**src/rtl/cp0_exc_unit_if.sv**
```systemverilog
// Pipeline <-> CP0 exception responder bundle: mtc0/mfc0 access, the M-stage
// exception tuple, external interrupt lines, and the Req/EPC redirect outputs.
interface cp0_exc_unit_if;
    logic [4:0]  CP0Add;
    logic [31:0] CP0In;
    logic        CP0WE;
    logic [31:0] CP0Out;
    logic [31:0] VPC;
    logic        BDIn;
    logic [4:0]  ExcCodeIn;
    logic [5:0]  HWInt;
    logic        EXLClr;
    logic [31:0] EPCOut;
    logic        Req;

    // Pipeline side: drives the access and exception tuple, consumes the redirect.
    modport master (
        output CP0Add, CP0In, CP0WE, VPC, BDIn, ExcCodeIn, HWInt, EXLClr,
        input  CP0Out, EPCOut, Req
    );

    // CP0 side.
    modport slave (
        input  CP0Add, CP0In, CP0WE, VPC, BDIn, ExcCodeIn, HWInt, EXLClr,
        output CP0Out, EPCOut, Req
    );
endinterface

```
**src/rtl/cp0_exc_unit.sv**
```systemverilog
// Coprocessor-0 exception responder: SR/Cause/EPC, request logic, mtc0/mfc0.
// Optional Count/Compare timer (regs 9/11, Cause.TI) built when CP0_TIMER_EN is defined.
module cp0_exc_unit (
    input  logic             clk,
    input  logic             RESET_N,
    cp0_exc_unit_if.slave    bus
);
    localparam logic [4:0] REG_COUNT   = 5'd9;
    localparam logic [4:0] REG_COMPARE = 5'd11;
    localparam logic [4:0] REG_SR      = 5'd12;
    localparam logic [4:0] REG_CAUSE   = 5'd13;
    localparam logic [4:0] REG_EPC     = 5'd14;

    logic [5:0]  im_reg;
    logic        exl_reg;
    logic        ie_reg;
    logic        bd_reg;
    logic [5:0]  ip_reg;
    logic [4:0]  exc_code_reg;
    logic [31:0] epc_reg;

    logic        timer_hit;
    logic        ti_bit;
    logic [5:0]  int_src;
    logic [5:0]  int_pending;
    logic        int_req;
    logic        exc_req;
    logic        req;
    logic        wr_sr;
    logic        wr_epc;
    logic [31:0] epc_next;
    logic [31:0] rd_data;

`ifdef CP0_TIMER_EN
    logic [31:0] count_reg;
    logic [31:0] compare_reg;
    logic        ti_reg;
    logic        wr_count;
    logic        wr_compare;

    // The match is seen combinationally so the interrupt fires in the cycle Count equals Compare.
    assign timer_hit  = ti_reg | (count_reg == compare_reg);
    assign ti_bit     = ti_reg;
    assign wr_count   = bus.CP0WE & ~req & (bus.CP0Add == REG_COUNT);
    assign wr_compare = bus.CP0WE & ~req & (bus.CP0Add == REG_COMPARE);

    always_ff @(posedge clk or negedge RESET_N) begin
        if (!RESET_N) begin
            count_reg   <= 32'd0;
            compare_reg <= 32'hFFFF_FFFF;
            ti_reg      <= 1'b0;
        end else begin
            count_reg <= wr_count ? bus.CP0In : count_reg + 32'd1;
            if (wr_compare) begin
                compare_reg <= bus.CP0In;
                ti_reg      <= 1'b0;
            end else if (count_reg == compare_reg) begin
                ti_reg <= 1'b1;
            end
        end
    end
`else
    assign timer_hit = 1'b0;
    assign ti_bit    = 1'b0;
`endif

    assign int_src = {bus.HWInt[5] | timer_hit, bus.HWInt[4:0]};

    generate
        for (genvar gi = 0; gi < 6; gi++) begin : g_int_mask
            assign int_pending[gi] = int_src[gi] & im_reg[gi];
        end
    endgenerate

    assign int_req = (|int_pending) & ie_reg & ~exl_reg;
    assign exc_req = (bus.ExcCodeIn != 5'd0) & ~exl_reg;
    // Reset state would otherwise let a nonzero ExcCodeIn through while EXL is 0.
    assign req     = (int_req | exc_req) & RESET_N;
    assign bus.Req = req;

    assign wr_sr    = bus.CP0WE & ~req & (bus.CP0Add == REG_SR);
    assign wr_epc   = bus.CP0WE & ~req & (bus.CP0Add == REG_EPC);
    assign epc_next = bus.BDIn ? (bus.VPC - 32'd4) : bus.VPC;

    always_ff @(posedge clk or negedge RESET_N) begin
        if (!RESET_N) begin
            im_reg       <= 6'd0;
            exl_reg      <= 1'b0;
            ie_reg       <= 1'b0;
            bd_reg       <= 1'b0;
            ip_reg       <= 6'd0;
            exc_code_reg <= 5'd0;
            epc_reg      <= 32'd0;
        end else begin
            ip_reg <= int_src;
            if (req) begin
                exl_reg      <= 1'b1;
                bd_reg       <= bus.BDIn;
                epc_reg      <= epc_next;
                exc_code_reg <= int_req ? 5'd0 : bus.ExcCodeIn;
            end else begin
                if (wr_sr) begin
                    im_reg  <= bus.CP0In[15:10];
                    exl_reg <= bus.CP0In[1];
                    ie_reg  <= bus.CP0In[0];
                end
                // Placed after the SR write so ERET overrides an mtc0 to EXL.
                if (bus.EXLClr) begin
                    exl_reg <= 1'b0;
                end
                if (wr_epc) begin
                    epc_reg <= bus.CP0In;
                end
            end
        end
    end

    always_comb begin
        rd_data = 32'd0;
        case (bus.CP0Add)
            REG_SR:    rd_data = {16'd0, im_reg, 8'd0, exl_reg, ie_reg};
            REG_CAUSE: rd_data = {bd_reg, ti_bit, 14'd0, ip_reg, 3'd0, exc_code_reg, 2'd0};
            REG_EPC:   rd_data = epc_reg;
`ifdef CP0_TIMER_EN
            REG_COUNT:   rd_data = count_reg;
            REG_COMPARE: rd_data = compare_reg;
`endif
            default:   rd_data = 32'd0;
        endcase
    end

    assign bus.CP0Out = rd_data;
    assign bus.EPCOut = epc_reg;

endmodule

```
**src/flat_wrapper.sv**
```systemverilog
// flat-port wrapper written by rule: the top's interface ports become plain ports
module cp0_exc_unit_flat 
  (clk, RESET_N, bus_CP0Add, bus_CP0In, bus_CP0WE, bus_VPC, bus_BDIn, bus_ExcCodeIn, bus_HWInt, bus_EXLClr, bus_CP0Out, bus_EPCOut, bus_Req);
  cp0_exc_unit_if bus_i ();
  input  logic clk;
  input  logic RESET_N;
  input wire logic [$bits(bus_i.CP0Add)-1:0] bus_CP0Add;
  input wire logic [$bits(bus_i.CP0In)-1:0] bus_CP0In;
  input wire logic [$bits(bus_i.CP0WE)-1:0] bus_CP0WE;
  input wire logic [$bits(bus_i.VPC)-1:0] bus_VPC;
  input wire logic [$bits(bus_i.BDIn)-1:0] bus_BDIn;
  input wire logic [$bits(bus_i.ExcCodeIn)-1:0] bus_ExcCodeIn;
  input wire logic [$bits(bus_i.HWInt)-1:0] bus_HWInt;
  input wire logic [$bits(bus_i.EXLClr)-1:0] bus_EXLClr;
  output wire logic [$bits(bus_i.CP0Out)-1:0] bus_CP0Out;
  output wire logic [$bits(bus_i.EPCOut)-1:0] bus_EPCOut;
  output wire logic [$bits(bus_i.Req)-1:0] bus_Req;
  assign bus_i.CP0Add = bus_CP0Add;
  assign bus_i.CP0In = bus_CP0In;
  assign bus_i.CP0WE = bus_CP0WE;
  assign bus_i.VPC = bus_VPC;
  assign bus_i.BDIn = bus_BDIn;
  assign bus_i.ExcCodeIn = bus_ExcCodeIn;
  assign bus_i.HWInt = bus_HWInt;
  assign bus_i.EXLClr = bus_EXLClr;
  assign bus_CP0Out = bus_i.CP0Out;
  assign bus_EPCOut = bus_i.EPCOut;
  assign bus_Req = bus_i.Req;
  cp0_exc_unit u_core (.clk(clk), .RESET_N(RESET_N), .bus(bus_i));
endmodule
```
**config.mk**
```make
export PLATFORM = sky130hd
export DESIGN_NAME = cp0_exc_unit_flat
export DESIGN_NICKNAME = d
export VERILOG_FILES = /design/src/rtl/cp0_exc_unit_if.sv /design/src/rtl/cp0_exc_unit.sv /design/src/flat_wrapper.sv
export SDC_FILE = /design/constraint.sdc
export NUM_CORES = 1
export LEC_CHECK = 0
export CAP_MARGIN = 40
export CORE_ASPECT_RATIO = 1.75
export CORE_MARGIN = 5
export CORE_UTILIZATION = 41
export CTS_CLUSTER_SIZE = 14
export DETAILED_ROUTE_END_ITERATION = 16
export PLACE_DENSITY = 0.8
export SLEW_MARGIN = 20
export SYNTH_ARGS = -nofsm -noshare
export SYNTH_HDL_FRONTEND = slang
export SYNTH_SLANG_ARGS = --single-unit
```
**constraint.sdc**
```tcl
create_clock -name clk -period 2.4 [get_ports clk]
set_clock_uncertainty 0.05 [all_clocks]
set_input_delay 0.36 -clock clk [delete_from_list [all_inputs] [get_ports clk]]
set_output_delay 0.36 -clock clk [all_outputs]
set_load 0.005 [all_outputs]
```
==> metrics, run 1 <==
final worst-path cycle share=1.00; row count=42; Post-synth EDFFs=0; Setup crit start kind=primary input; VDD IR max=approximately 0.00033 V; Hold Violations, Final=0; core area=around 0.0076 mm2; routed vias/inst=roughly 5.5; Max Cap Violations=0; Mean Syn Cell Area=9.51 um2; H-tree levels=2; max FFs per register=32; Total Power=between 2000 and 3000 uW; Placement Cell Area=around 0.0050 mm2; Setup TNS=-0.00531 ns; Clk pin slew, worst setup/hold paths=roughly 0.07 ns; fin area=0.00527 mm2; Crit Path Class=primary input to output port; worst path required time=slightly below 2 ns; initial antenna violation count=0; Synth Cell Area=~0.0032 mm2; commonest non-fill, non-tap cells in the layout=113 x clkdlybuf4s50_1, 52 x dfrtp_1, 34 x nand2_1, 34 x buf_4, 27 x mux2_2; status=finished with violations; Routed WL per cell=18.3 um; die area=slightly below 0.01 mm2; # fillers=595; CP most frequent cell=buf_6; P per Cell Area=around 540 mW/mm2; Slew HR=0.569; layout cells sized above 1=0.210; sequential share of the synthesized area=0.412; sequence of cells on the critical path=clkdlybuf4s50_1, nand3b_1, buf_6, nor3b_4, buf_6, a22o_1, clkdlybuf4s15_1; final setup fails=1; CTS tree=built; vias=between 3000 and 4000; drt total wl=between 10 and 15 mm; worst setup path endpoint=bus_CP0Out[2]; wire length of the first global-routing pass=roughly 16 mm; Critical Path Slowest Stage Cell=clkdlybuf4s50_1; vias in the first global route=~3300; DPL Wire Length=about 8.3 mm; largest fanout on the critical path=6; Congestion Overflow GR=0; clock insertion delay at the later pin of the skew report=just under 0.3 ns; Slew Limit Fails=0; r2r setup slk=about 0.19 ns; clk root buf=clkbuf_16; Top FF cell, synth=dfrtp_1; Final Critical Period=about 2.4 ns; Storage cell area=approximately 0.0013 mm2; worst setup path start=bus_CP0Add[2]; Syn Nets=~420; Routed Antenna Nets=0; FMAX=between 0.4 and 0.5 GHz; total track usage=0.212; flip-flop and latch count after synthesis=between 50 and 60; FF-to-FF Start=u_core.im_reg[0]; Worst Hold Class=primary input to async pin; Die X=roughly 76 um; Post-route DRC=0; initial core utilization=0.417; TritonCTS Buffers=5; reg-to-reg endpoint=u_core.im_reg[1]; measured slew at the worst slew-check pin=between 0.6 and 0.7 ns; Max Buffers Root-to-Sink=2; Worst path max stage delay=around 0.45 ns; Die Height=approximately 130 um; Port Buffers=between 100 and 150; I/O Pins=150; P&R area growth vs syn=66.7%; Worst setup EP type=output port; Pleak=about 0.0023 uW; hold slack=0.178 ns; largest net degree at the start of global routing=53; antenna cells=0; fraction of registers with async set/reset=1.00; most common cell after layout, fill and taps aside=clkdlybuf4s50_1; Nets=603; Reg2Reg Depth=7; RSZ-0062 raised after global routing=true; failing checks=setup timing; WP data arrival=2.00 ns; cts hold-fix bufs=0; Yosys Warn Count=0; synth unique cells=44; initial DRC count=approximately 280; Syn Inst Count=roughly 330; DR pass1 iterations=7; routability cong.=between 0.8 and 0.9; worst setup margin=-0.00531 ns; clock sinks=52; footprint of the multi-input gates=~0.0018 mm2
-- stage by stage --
| stage | util | setup WS [ns] | instances |
|---|---|---|---|
| after floorplan | - | 0.344 | 332 |
| after global placement | 0.664 | -0.298 | 588 |
| after detailed placement | 0.664 | -0.314 | 588 |
| after CTS | 0.684 | 0.000345 | 600 |
| after global routing | 0.696 | -0.0654 | 606 |
| final | 0.696 | -0.00531 | 606 |
-- cells by family (layout without fill, tap and decap cells) --
kind of cell / Yosys count / after routing / share of synthesized area
muxes: 41 / 41 / 0.141
adders and majority gates: 1 / 1 / 0.00396
buffers and inverters: 29 / 215 / 0.0372
and+or+nand+nor: 123 / 123 / 0.212
AOI/OAI and AO/OA: 61 / 61 / 0.125
xor gates and xnor gates: 25 / 25 / 0.0693
DFF: 52 / 52 / 0.412
-- critical path, delay by kind of cell --
family          cells  cell delay [ns]
buf+inv             4             1.01
simple gates        2             0.50
compound gates      1             0.12
-- per-layer routing --
layer,wire (um),part of all wire,track usage
met5,0,0,0
met3,527,0.047,0.0350
met2,6300,0.57,0.407
met1,3790,0.34,0.206
met4,480,0.043,0.124
-- where the power goes --
part	leakage [uW]	total (uW)	internal, uW	switching, uW
clock	0.0000701	734	416	318
combinational	0.00158	915	574	340
sequential	0.000623	1200	1050	143
total	0.00227	2840	2040	801
-- cell type report --
cell class                      instances  share of cell area
Clock buffer                            7              0.0271
Clock inverter                          1             0.00143
Inverter                               10             0.00713
Multi-Input combinational cell        251               0.343
Sequential cell                        52               0.247
Tap cell                               88              0.0209
Timing Repair Buffer                  197               0.353
-- worst min path at each step --
stage                                 startpoint                     end  slack, ns  depth (start not counted)
after floorplan                          RESET_N           u_core.bd_reg       0.01                          0
after global placement    u_core.exc_code_reg[4]  u_core.exc_code_reg[4]       0.41                          2
after detailed placement  u_core.exc_code_reg[4]  u_core.exc_code_reg[4]       0.41                          2
after CTS                                RESET_N   u_core.bus.EPCOut[13]       0.20                          2
after global routing                     RESET_N        u_core.ip_reg[0]       0.24                          2
final                                    RESET_N        u_core.ip_reg[0]       0.18                          2
-- synthesized netlist by cell type (3+ instances only) --
master | instances | area share
dfrtp_1 | 52 | 0.41
nand2_1 | 34 | 0.040
mux2_2 | 27 | 0.096
o21ai_0 | 24 | 0.038
xnor2_1 | 22 | 0.061
nor2_1 | 20 | 0.024
and2_1 | 19 | 0.038
mux2i_1 | 14 | 0.044
nor3_1 | 13 | 0.021
a21oi_1 | 11 | 0.017
inv_1 | 10 | 0.012
clkbuf_1 | 9 | 0.011
nor4_1 | 9 | 0.018
a22o_1 | 8 | 0.022
buf_2 | 7 | 0.011
a222oi_1 | 6 | 0.019
a22oi_1 | 4 | 0.0095
buf_1 | 3 | 0.0036
nand3_1 | 3 | 0.0048
nor3b_1 | 3 | 0.0071
or3_1 | 3 | 0.0059
xor2_1 | 3 | 0.0083
-- repair_timing --
action | in CTS | in global routing
pin swaps | 2 | 9
gates cloned | 1 | 3
endpoints found under the setup margin | 33 | 23
setup buffers | 3 | 3
gates resized for setup | 39 | 47
(Power assumes the default switching activity.)
==> run 2, diff against run 1 <==
GPL_TIMING_DRIVEN = 0   (was not set)
==> run 2 against run 1 <==
Compared with the run above: the flow finishes with violations (hold timing); sequential cell count unchanged; combinational power increased by 2%; via count down 0.58%; sequential power about the same; routed wire length rose by 4.8%; cell area fell by 0.24%; cell count is 1.7% lower; utilization decreased by 0.17 points; critical path depth up 1; global-route usage up 1.0 points; clock-buffer cell count down 1; hold slack got worse by 0.22 ns; largest cell class is now multi-input combinational cells.
==> metrics, run 2 (synthesized netlist as in run 1, its figures left out) <==
TritonCTS Buffers=5; Max Cap Violations=0; worst path bufs/invs=5; Port Buffers=around 150; switching share of power=0.277; Worst setup EP type=output port; P&R area growth vs syn=66.3%; routed vias/inst=between 5 and 6; Slew Limit Fails=0; Flop pwr share=0.404; Slew HR=0.676; row count=between 40 and 50; Die Height=126 um; vias=3284; total track usage=0.222; Routed Antenna Nets=0; Hold Violations, Final=52; Setup crit start kind=primary input; most common cell after layout, fill and taps aside=clkdlybuf4s50_1; Post-route DRC=0; hold slack=-0.0421 ns; die area=just under 0.01 mm2; largest net degree at the start of global routing=54; FF-to-FF Start=u_core.im_reg[0]; core area=approximately 0.0076 mm2; Final Critical Period=between 2 and 2.5 ns; Clk pin slew, worst setup/hold paths=approximately 0.070 ns; worst setup path start=bus_HWInt[3]; P per Cell Area=approximately 570 mW/mm2; Max Buffers Root-to-Sink=2; final core utilization=0.694; initial core utilization=0.417; VDD IR max=0.000436 V; sequence of cells on the critical path=clkdlybuf4s50_1, a22oi_2, a31oi_4, o31ai_4, buf_6, buf_8, inv_1, clkdlybuf4s15_1; NetSw=823 uW; final worst-path cycle share=0.979; Die X=between 70 and 80 um; clock sinks=between 50 and 60; RSZ-0062 raised after global routing=false; Nets=just under 600; clk root buf=clkbuf_16; clock insertion delay at the later pin of the skew report=0.29 ns; Critical Path Slowest Stage Cell=clkdlybuf4s50_1; commonest non-fill, non-tap cells in the layout=98 x clkdlybuf4s50_1, 52 x dfrtp_1, 34 x nand2_1; Comb pwr share=0.313; dpl cells=between 500 and 600; Non-Filler Instances=596; Pleak=roughly 0.0024 uW; Worst path max stage delay=0.45 ns; drt total wl=between 10 and 15 mm; vias in the first global route=approximately 3400; Routed WL per cell=between 15 and 20 um; routability cong.=slightly below 0.9; worst path required time=just under 2 ns; FMAX=approximately 0.43 GHz; DR pass1 iterations=5; largest fanout on the critical path=2; final setup fails=0; WP data arrival=a little under 2 ns; initial DRC count=191; measured slew at the worst slew-check pin=between 0.4 and 0.5 ns; wire length of the first global-routing pass=between 15 and 20 mm; Crit Path Class=primary input to output port; layout cells sized above 1=0.189; H-tree levels=2; I/O Pins=150; r2r setup slk=around 0.27 ns; Clock Power Share=0.282; Internal=2140 uW; antenna cells=0; cts hold-fix bufs=0; Worst Hold Class=primary input to async pin; failing checks=hold timing; DPL Wire Length=approximately 8.5 mm; Largest delay share family, worst path=buffers and inverters; max FFs per register=32; CTS tree=built; Congestion Overflow GR=0; initial antenna violation count=0; status=finished with violations
## run 2: changes by cell type in the layout (fill, tap and decap cells not counted), moves of 4 or more
cell,previous run,this run
buf_2,3,14
clkdlybuf4s50_1,113,98
buf_12,4,0
dlymetal6s2s_1,2,15
dlygate4sd2_1,18,22
clkbuf_2,12,1
buf_4,34,16
## run 2: layer usage
layer / global-route usage / up-vias / share of wire / wire [um]
li1: - / 1543 / - / -
met3: 0.0357 / 28 / 0.049 / 569
met5: 0 / - / 0 / 0
met4: 0.120 / 0 / 0.041 / 482
met2: 0.428 / 128 / 0.57 / 6620
met1: 0.219 / 1585 / 0.34 / 3970
## run 2: worst paths after layout
check                                          to  depth (start not counted)
min in group clk                 u_core.ip_reg[0]                          1
max in group asynchronous   u_core.bus.EPCOut[27]                          1
setup reg to reg                 u_core.im_reg[5]                          7
hold reg to reg            u_core.exc_code_reg[4]                          2
hold / removal                   u_core.ip_reg[0]                          1
setup / recovery                          bus_Req                          8
## run 2: metrics by stage
step / worst slack, ns / total power (uW) / setup TNS [ns] / area, um2
after floorplan: 0.344 / 1510 / 0 / 3160
after global placement: -2.09 / 2070 / -125.42 / 4750
after detailed placement: -0.940 / 2090 / -38.78 / 4750
after CTS: -0.209 / 2950 / -0.619 / 5100
after global routing: 0.00729 / 3110 / 0 / 5250
final: 0.0501 / 2970 / 0 / 5250
## run 2: power by group through the flow
stage	clock [uW]	combinational, uW	sequential, uW
6_report	838	929	1200
5_1_grt	877	1010	1220
4_1_cts	848	912	1190
2_1_floorplan	0	333	1180
3_5_place_dp	0	881	1210
3_3_place_gp	0	865	1200
## run 2: worst register-to-register path: cells and delay by family (launching register included)
kind                   cells  cell delay, ns
flip-flops                 1            0.41
multiplexers               1            0.36
AO/OA/AOI/OAI              3            0.69
buffers and inverters      2            0.39
AND/OR/NAND/NOR            1            0.11
## run 2: area by class of cell
| type | count | area [um2] |
|---|---|---|
| buffer | 19 | 169 |
| clock buffer | 6 | 139 |
| clock inverter | 2 | 38.8 |
| fill | 592 | 2310 |
| inverter | 10 | 37.5 |
| multi-input combinational | 251 | 1830 |
| sequential | 52 | 1300 |
| tap | 88 | 110 |
| timing repair buffer | 168 | 1620 |
## run 2: what timing repair did
| item | 4_1_cts | 5_1_grt |
|---|---|---|
| resized for setup | 94 | 31 |
| setup buffers | 9 | 8 |
| cloned | 1 | 1 |
| pin swaps | 10 | 13 |
| endpoints found under the setup margin | 75 | 67 |
